$ cat config.mk
export PLATFORM = sky130hd
export DESIGN_NAME = fwd_id_ex_stage
export DESIGN_NICKNAME = d
export VERILOG_FILES = /design/src/rtl/fwd_id_ex_stage.sv
export SDC_FILE = /design/constraint.sdc
export NUM_CORES = 1
export LEC_CHECK = 0
export BUFFER_PORTS_ARGS = -buffer_cell sky130_fd_sc_hd__clkbuf_2
export CORE_MARGIN = 2
export CORE_UTILIZATION = 30
export CTS_CLUSTER_SIZE = 12
export DETAILED_ROUTE_END_ITERATION = 8
export GPL_TIMING_DRIVEN = 0
export SYNTH_ARGS = -nofsm -noshare
export SYNTH_HDL_FRONTEND = slang
export SYNTH_SLANG_ARGS = --single-unit
export TNS_END_PERCENT = 20
$ cat constraint.sdc
create_clock -name clk -period 1.65 [get_ports clk]
set_input_delay 0.165 -clock clk [delete_from_list [all_inputs] [get_ports clk]]
set_output_delay 0.165 -clock clk [all_outputs]
set_load 0.05 [all_outputs]
$ cat src/rtl/fwd_id_ex_stage.sv
// ID->EX pipeline register with writeback forwarding, load-use bubble insertion and branch flush.
// Optional counters are built when the STALL_STATS_EN macro is defined.
module fwd_id_ex_stage #(
    parameter int DW    = 32,
    parameter int RW    = 5,
    parameter int CW    = 16,
    parameter int DEPTH = 2
) (
    input  logic          clk,
    input  logic          reset,
    input  logic          id_valid,
    input  logic [RW-1:0] id_rs,
    input  logic [RW-1:0] id_rt,
    input  logic          id_uses_rs,
    input  logic          id_uses_rt,
    input  logic [DW-1:0] id_rd1,
    input  logic [DW-1:0] id_rd2,
    input  logic [DW-1:0] id_imm,
    input  logic [CW-1:0] id_ctrl,
    input  logic          id_reg_write,
    input  logic          id_is_load,
    input  logic [RW-1:0] id_wr_regnum,
    input  logic          flush,
    input  logic          wb_en,
    input  logic [RW-1:0] wb_regnum,
    input  logic [DW-1:0] wb_data,
    output logic          stall_id,
    output logic          ex_valid,
    output logic [CW-1:0] ex_ctrl,
    output logic          ex_reg_write,
    output logic          ex_is_load,
    output logic [RW-1:0] ex_wr_regnum,
    output logic [DW-1:0] ex_imm,
    output logic [DW-1:0] ex_a,
    output logic [DW-1:0] ex_b
`ifdef STALL_STATS_EN
    ,
    output logic [31:0]   stat_stalls,
    output logic [31:0]   stat_flushes,
    output logic [31:0]   stat_fwds
`endif
);

    logic          ex_valid_q,     ex_valid_d;
    logic [CW-1:0] ex_ctrl_q,      ex_ctrl_d;
    logic          ex_reg_write_q, ex_reg_write_d;
    logic          ex_is_load_q,   ex_is_load_d;
    logic [RW-1:0] ex_wr_regnum_q, ex_wr_regnum_d;
    logic [DW-1:0] ex_imm_q,       ex_imm_d;
    logic [RW-1:0] ex_rs_q,        ex_rs_d;
    logic [RW-1:0] ex_rt_q,        ex_rt_d;
    logic [DW-1:0] ex_rd1_q,       ex_rd1_d;
    logic [DW-1:0] ex_rd2_q,       ex_rd2_d;

    logic          hist_v_q [DEPTH];
    logic          hist_v_d [DEPTH];
    logic [RW-1:0] hist_r_q [DEPTH];
    logic [RW-1:0] hist_r_d [DEPTH];
    logic [DW-1:0] hist_d_q [DEPTH];
    logic [DW-1:0] hist_d_d [DEPTH];

    logic          load_use;
    logic          stall;
    logic          take;
    logic          hit_a;
    logic          hit_b;
    logic [DW-1:0] fwd_a;
    logic [DW-1:0] fwd_b;

    // Hazard only looks at a real load in EX; a bubble has ex_valid=0 and never matches.
    always_comb begin
        load_use = ex_valid_q & ex_is_load_q & (ex_wr_regnum_q != '0) & id_valid &
                   ((id_uses_rs & (id_rs == ex_wr_regnum_q)) |
                    (id_uses_rt & (id_rt == ex_wr_regnum_q)));
        stall    = load_use & ~flush & ~reset;
        take     = id_valid & ~flush & ~load_use;
    end

    always_comb begin
        ex_valid_d     = 1'b0;
        ex_ctrl_d      = '0;
        ex_reg_write_d = 1'b0;
        ex_is_load_d   = 1'b0;
        ex_wr_regnum_d = '0;
        ex_imm_d       = '0;
        ex_rs_d        = '0;
        ex_rt_d        = '0;
        ex_rd1_d       = '0;
        ex_rd2_d       = '0;
        if (take) begin
            ex_valid_d     = 1'b1;
            ex_ctrl_d      = id_ctrl;
            ex_reg_write_d = id_reg_write;
            ex_is_load_d   = id_is_load;
            ex_wr_regnum_d = id_wr_regnum;
            ex_imm_d       = id_imm;
            ex_rs_d        = id_rs;
            ex_rt_d        = id_rt;
            ex_rd1_d       = id_rd1;
            ex_rd2_d       = id_rd2;
        end
    end

    always_comb begin
        hist_v_d[0] = wb_en;
        hist_r_d[0] = wb_regnum;
        hist_d_d[0] = wb_data;
        for (int i = 1; i < DEPTH; i++) begin
            hist_v_d[i] = hist_v_q[i-1];
            hist_r_d[i] = hist_r_q[i-1];
            hist_d_d[i] = hist_d_q[i-1];
        end
    end

    always_ff @(posedge clk) begin
        if (reset) begin
            ex_valid_q     <= 1'b0;
            ex_ctrl_q      <= '0;
            ex_reg_write_q <= 1'b0;
            ex_is_load_q   <= 1'b0;
            ex_wr_regnum_q <= '0;
            ex_imm_q       <= '0;
            ex_rs_q        <= '0;
            ex_rt_q        <= '0;
            ex_rd1_q       <= '0;
            ex_rd2_q       <= '0;
            for (int i = 0; i < DEPTH; i++) begin
                hist_v_q[i] <= 1'b0;
                hist_r_q[i] <= '0;
                hist_d_q[i] <= '0;
            end
        end else begin
            ex_valid_q     <= ex_valid_d;
            ex_ctrl_q      <= ex_ctrl_d;
            ex_reg_write_q <= ex_reg_write_d;
            ex_is_load_q   <= ex_is_load_d;
            ex_wr_regnum_q <= ex_wr_regnum_d;
            ex_imm_q       <= ex_imm_d;
            ex_rs_q        <= ex_rs_d;
            ex_rt_q        <= ex_rt_d;
            ex_rd1_q       <= ex_rd1_d;
            ex_rd2_q       <= ex_rd2_d;
            for (int i = 0; i < DEPTH; i++) begin
                hist_v_q[i] <= hist_v_d[i];
                hist_r_q[i] <= hist_r_d[i];
                hist_d_q[i] <= hist_d_d[i];
            end
        end
    end

    // Oldest history first so newer entries, and finally the live port, override it.
    always_comb begin
        fwd_a = ex_rd1_q;
        fwd_b = ex_rd2_q;
        hit_a = 1'b0;
        hit_b = 1'b0;
        for (int i = DEPTH - 1; i >= 0; i--) begin
            if (hist_v_q[i] && (hist_r_q[i] == ex_rs_q) && (ex_rs_q != '0)) begin
                fwd_a = hist_d_q[i];
                hit_a = 1'b1;
            end
            if (hist_v_q[i] && (hist_r_q[i] == ex_rt_q) && (ex_rt_q != '0)) begin
                fwd_b = hist_d_q[i];
                hit_b = 1'b1;
            end
        end
        if (wb_en && (wb_regnum == ex_rs_q) && (ex_rs_q != '0)) begin
            fwd_a = wb_data;
            hit_a = 1'b1;
        end
        if (wb_en && (wb_regnum == ex_rt_q) && (ex_rt_q != '0)) begin
            fwd_b = wb_data;
            hit_b = 1'b1;
        end
    end

    assign stall_id     = stall;
    assign ex_valid     = ex_valid_q;
    assign ex_ctrl      = ex_ctrl_q;
    assign ex_reg_write = ex_reg_write_q;
    assign ex_is_load   = ex_is_load_q;
    assign ex_wr_regnum = ex_wr_regnum_q;
    assign ex_imm       = ex_imm_q;
    assign ex_a         = fwd_a;
    assign ex_b         = fwd_b;

`ifdef STALL_STATS_EN
    logic [31:0] stat_stalls_q,  stat_stalls_d;
    logic [31:0] stat_flushes_q, stat_flushes_d;
    logic [31:0] stat_fwds_q,    stat_fwds_d;

    // Saturating counters: hold at all-ones instead of wrapping.
    always_comb begin
        stat_stalls_d  = stat_stalls_q;
        stat_flushes_d = stat_flushes_q;
        stat_fwds_d    = stat_fwds_q;
        if (stall && (stat_stalls_q != 32'hFFFF_FFFF)) begin
            stat_stalls_d = stat_stalls_q + 32'd1;
        end
        if (flush && (stat_flushes_q != 32'hFFFF_FFFF)) begin
            stat_flushes_d = stat_flushes_q + 32'd1;
        end
        if (ex_valid_q && (hit_a || hit_b) && (stat_fwds_q != 32'hFFFF_FFFF)) begin
            stat_fwds_d = stat_fwds_q + 32'd1;
        end
    end

    always_ff @(posedge clk) begin
        if (reset) begin
            stat_stalls_q  <= '0;
            stat_flushes_q <= '0;
            stat_fwds_q    <= '0;
        end else begin
            stat_stalls_q  <= stat_stalls_d;
            stat_flushes_q <= stat_flushes_d;
            stat_fwds_q    <= stat_fwds_d;
        end
    end

    assign stat_stalls  = stat_stalls_q;
    assign stat_flushes = stat_flushes_q;
    assign stat_fwds    = stat_fwds_q;
`endif

endmodule

* Yosys cells after proc, flatten, opt, wreduce, memory -nomap -nowiden *
Memory sizes are Yosys's and may differ from the RTL's.
Index checks and enable logic that the tools add are counted.

storage, ports and cells
  flip-flop bits (word level) = 130
  memory bits (writable) = 76
  input port bits = 173
  output and inout port bits = 121
  word-level logic and storage cells = 74
  memories kept = 3

cells by class
  equality and inequality tests = 8
  mux-type cells = 16
  bitwise gates (word level) = 21
  reductions and logical operators = 16

memory list
  name      words  width  rd ports  clocked after memory_dff  write ports  line  RTL
  hist_d_q  2      32     2         0                         2            59    logic [DW-1:0] hist_d_q [DEPTH];
  hist_r_q  2      5      2         0                         2            57    logic [RW-1:0] hist_r_q [DEPTH];
  hist_v_q  2      1      2         0                         2            55    logic hist_v_q [DEPTH];

operators with widths
  operator             number
  $mux W32             8
  $eq A5 B5 Y1         8
  $reduce_bool A5 Y1   3
  $logic_and A1 B1 Y1  12
  $and A1 B1 Y1        10
  $mux W5              2
  $or A1 B1 Y1         7
  $mux W1              6
  $not A1 Y1           4
  $reduce_or A2 Y1     1

* Longest topological paths before layout *
  depth in word-level cells = 8
  gate-level depth with buffers = 7
  depth with buffers taken out = 5

* Least setup slack after synthesis *
OpenSTA, ideal clock, no wires.

  path kind = register to output
  start = register ex_rs_q[0]
  end = output port ex_a[11]
  arrival = 2615 ps
  required time = 1485 ps
  path slack = -1130 ps
  stages on the path, launching flop included = 7
  buffers on the path = 1
  path through = dfxtp_1 -> xor2_1 -> nor3_1 -> o2111ai_4 -> buf_12 -> mux2i_1 -> a211oi_1

between the ends
  cells in the longest elaborated chain, start to end = 6
  elaborated cells between the ends (all ways) = 13
  those cells by class = eq/ne (3); mux (3); reduce/logical (7)

ends and longest elaborated chain
  what                               line  RTL
  from (decl)                        50    logic [RW-1:0] ex_rs_q, ex_rs_d;
  from (signal assigned)             139   ex_rs_q <= ex_rs_d;
  $eq A5 B5 Y1                       158   if (hist_v_q[i] && (hist_r_q[i] == ex_rs_q) && (ex_rs_q != '0)) begin
  $logic_and A1 B1 Y1 (2 in series)  158
  $mux W32 (2 in series)             158
  $mux W32 (*)                       167   if (wb_en && (wb_regnum == ex_rs_q) && (ex_rs_q != '0)) begin
  to (decl)                          34    output logic [DW-1:0] ex_a,

Mark *: on every way between the ends. The rest lies on a longest branch, timed or not.

* Worst setup path after layout *
  start = register ex_rs_q[2]
  end = output port ex_a[1]

Same word-level chain as after synthesis.

==> results_tabular.tex <==
\begin{tabular}{lr}
\hline
Metric & Value \\
\hline
\multicolumn{2}{l}{\textbf{Setup path}} \\
Setup crit start kind & register \\
Standard cell with the maximum stage delay on the critical path & dfxtp\_4 \\
Startpoint of the lowest-slack register-to-register path & ex\_wr\_regnum[4] \\
Endpoint class of the critical path & primary output \\
Arrival time at the worst endpoint & 2.67 ns \\
Crit-path max cell delay & 0.37 ns \\
Critical path data required time & 1.48 ns \\
Critical path buffers and inverters & 4 \\
Setup Crit Path Kind & register to primary output \\
Critical path peak fanout & 10 \\
Startpoint of the worst setup timing path & ex\_rs\_q[2] \\
CP Cell Sequence & nor4\_4, buf\_4, nor3\_2, o2111ai\_4, buf\_6, buf\_12, mux2i\_2, a211oi\_4, buf\_8 \\
Cell family contributing the most delay on the critical path & buffers and inverters \\
\multicolumn{2}{l}{\textbf{Logic synthesis}} \\
Flip-flop and latch count after synthesis & 206 \\
Mean post-synth cell area & 10.1 um2 \\
Top-area cell type share of the netlist area & 48.3\% \\
Synthesis Warnings & 0 \\
Post-Synthesis Net Count & 1017 \\
Gate Count Post-Synth & 844 \\
Synth top cells by count & dfxtp\_1, and2\_1, nor2b\_1, nor2\_1, mux2i\_1 \\
Synth area leader & dfxtp\_1 \\
Number of enable flip-flop cells after synthesis & 0 \\
Syn Std Cell Area & 8540 um2 \\
Most numerous cell in the Yosys netlist & dfxtp\_1 \\
Async SR Flop Fraction & 0\% \\
Top post-synthesis cells by area & dfxtp\_1, and2\_1, mux2i\_1, a211oi\_2, nor2b\_1 \\
Post-synthesis cell type count & 31 \\
Sequential cell area fraction in the yosys report & 48.3\% \\
Primary flip-flop cell chosen by synthesis mapping & dfxtp\_1 \\
\multicolumn{2}{l}{\textbf{Clock network}} \\
Buffer levels on the longest clock path & 3 \\
Cell at the root of the clock tree & clkbuf\_16 \\
CTS sink cnt & 206 \\
Number of H-tree branching levels & 1 \\
Number of buffers inserted during clock tree synthesis & 26 \\
Clock-pin transition on the worst setup and hold timing paths & 0.06 ns \\
CTS tree & built \\
Clock latency on the worst-skew pair & 0.55 ns \\
\multicolumn{2}{l}{\textbf{Die}} \\
Die Height & 173 um \\
Core Region & 27900 um2 \\
Number of placed I/O pins & 294 \\
Starting density of the core & 30.6\% \\
Row count & 61 \\
Area enclosed by the die boundary & 29800 um2 \\
Die W & 173 um \\
\multicolumn{2}{l}{\textbf{Min path}} \\
Kind of path behind the tightest hold check & input port to register \\
Beginning of the worst hold path & id\_valid \\
\multicolumn{2}{l}{\textbf{Pwr}} \\
Switching share of power & 26.6\% \\
Total chip power & 13700 uW \\
Leakage power & 0.00660 uW \\
Sequential fraction of design power & 38.7\% \\
Portion of total power attributed to combinational logic & 16.5\% \\
P\_sw & 3630 uW \\
Peak supply drop & 0.754 mV \\
Power density cells & 823 nW/um2 \\
Internal cell power & 10000 uW \\
Clock network fraction of design power & 44.8\% \\
\multicolumn{2}{l}{\textbf{Placement}} \\
Number of input and output port buffers inserted & 293 \\
RD Place Congestion & 0.823 \\
HPWL reported at the end of detailed placement & 21900 um \\
\multicolumn{2}{l}{\textbf{Global routing}} \\
Initial antenna violation count & 1 \\
Leftover overflow at the end of global routing & 0 \\
Maximum number of pins on one net before global-route repair & 15 \\
Number of global-route vias before repair & 8780 \\
Tot GR Track Use & 22.3\% \\
First-pass GRT wire length & 52000 um \\
\multicolumn{2}{l}{\textbf{Outcome}} \\
Violations in the final reports & negative setup slack \\
Result of the run & finished with violations \\
\multicolumn{2}{l}{\textbf{Detailed routing}} \\
Wire length on met1 & 14400 um \\
Number of DRC violations after detailed routing & 0 \\
Antenna violation net count after detailed routing & 0 \\
Met2 routed WL & 17700 um \\
First drt pass iteration count & 5 \\
Total number of vias & 8214 \\
Post-DR wirelength/cell & 20.1 um \\
Post-detailed-routing wire length & 35500 um \\
Wire length on met3 & 2410 um \\
Via-per-instance ratio & 4.65 \\
DRC violation total after the first TritonRoute iteration & 409 \\
Top layer reached by signal wires & met4 \\
\multicolumn{2}{l}{\textbf{STA}} \\
Max Clock Skew & 0.0225 ns \\
Least-Margin Pin Slew & 0.912 ns \\
Final Setup Violations & 117 \\
Final critical delay including setup and external delays & 2.83 ns \\
Setup repair after global routing missed its margin & true \\
Number of hold-slack violations in the final timing report & 0 \\
Final worst setup slack & -1.18 ns \\
Max\_slew headroom & 39.2\% \\
Final clock period utilization by the worst path & 172\% \\
Number of max-slew violations in the final report & 0 \\
Achievable frequency & 0.353 GHz \\
\multicolumn{2}{l}{\textbf{Layout}} \\
Total number of nets in the final design & 1543 \\
Util after Layout & 59.4\% \\
Area grow syn2layout & 94.2\% \\
Layout cell share with drive strength beyond 1 & 47.4\% \\
\multicolumn{2}{l}{\textbf{Run}} \\
Max Cap Viol & 0 \\
\hline
\end{tabular}
[worst register-to-register path: cells and delay by family (launching register included)]
| family | cells | cell delay, ns |
|---|---|---|
| xor+xnor | 1 | 0.17 |
| buf+inv | 2 | 0.41 |
| flops | 1 | 0.37 |
| simple gates | 2 | 0.31 |
| compound gates | 2 | 0.34 |
[cell type report]
cell class / count / area, um2
plain buffers: 58 / 728
clock buffers: 36 / 748
diodes: 1 / 2.50
clock inverters: 10 / 179
well taps: 378 / 473
multi-input cells: 575 / 5960
repair buffers: 503 / 4340
fillers: 2211 / 11300
flip-flops and latches: 206 / 4160
[power by group through the flow]
| stage | combinational, uW | sequential [uW] | clock (uW) |
|---|---|---|---|
| global placement | 1470 | 5350 | 0 |
| CTS | 2070 | 5260 | 6210 |
| detailed placement | 1480 | 5350 | 0 |
| floorplan | 846 | 5460 | 0 |
| finish | 2250 | 5280 | 6120 |
| global route | 2360 | 5300 | 6420 |
[path summary, 6_finish.rpt]
kind	endpoint	depth (start not counted)	slack, ns
hold reg to reg	hist_d_q[0][61]	1	0.45
setup / recovery	ex_a[1]	9	-1.18
setup reg to reg	ex_rd1_q[1]	7	-0.06
hold / removal	ex_valid	4	0.12
[sequential cells by signal, summed over array words and instances (netlist names)]
name / cells
hist_d_q: 64
ex_imm: 32
ex_rd1_q: 32
ex_rd2_q: 32
ex_ctrl: 16
hist_r_q: 10
ex_rs_q: 5
ex_rt_q: 5
ex_wr_regnum: 5
hist_v_q: 2
ex_is_load: 1
ex_reg_write: 1
ex_valid: 1
[logic make-up (layout without fill, tap and decap cells)]
| kind of cell | Yosys count | count (layout) | share of synthesized area [%] |
|---|---|---|---|
| XOR/XNOR | 34 | 34 | 3.49 |
| other | 0 | 1 | 0 |
| AO/OA/AOI/OAI | 73 | 73 | 9.42 |
| flip-flops | 206 | 206 | 48.3 |
| AND/OR/NAND/NOR | 404 | 404 | 27.5 |
| multiplexers | 64 | 64 | 7.50 |
| buffers and inverters | 63 | 607 | 3.88 |
[repair_timing]
item	4_1_cts	5_1_grt
endpoints found under the hold margin	167	0
cloned	5	7
buffers inserted	21	12
setup endpoints to repair	195	193
pin swaps	42	51
hold buffers	167	0
resized for setup	336	207
[per-layer routing]
layer  track usage [%]  vias up
met5                 0        -
met4              6.04        0
met3              4.93       63
met2              39.2      340
met1              27.6     3950
li1                  -     3861
[layout by cell type (no fill, tap or decap), types with 26 or more instances in the layout]
master         synthesis  layout
nor2b_1               78      78
buf_4                  1      26
dfxtp_1              206     191
mux2i_2                0      28
and2_1               133     131
nor3_2                 3      29
clkbuf_16              0      37
mux2i_4                0      32
dlygate4sd3_1          0     167
nor4_4                 2      35
nor2_1                66      66
clkbuf_2               0     232
a211oi_4               0      64
nand2b_1              29      29
buf_8                  4      51
[stage by stage]
stage	cell area [um2]	std cells	setup WS [ns]	setup TNS (ns)	hold slack, ns
3_5_place_dp	11200	1515	-1.08	-152.76	0.366
2_1_floorplan	9280	844	-0.418	-51.20	0.286
4_1_cts	15600	1754	-1.20	-73.92	0.179
6_report	16600	1767	-1.18	-69.88	0.122
3_3_place_gp	11200	1515	-1.05	-145.99	0.365
5_1_grt	16600	1767	-1.26	-85.71	0.145
(Power assumes the default switching activity.)
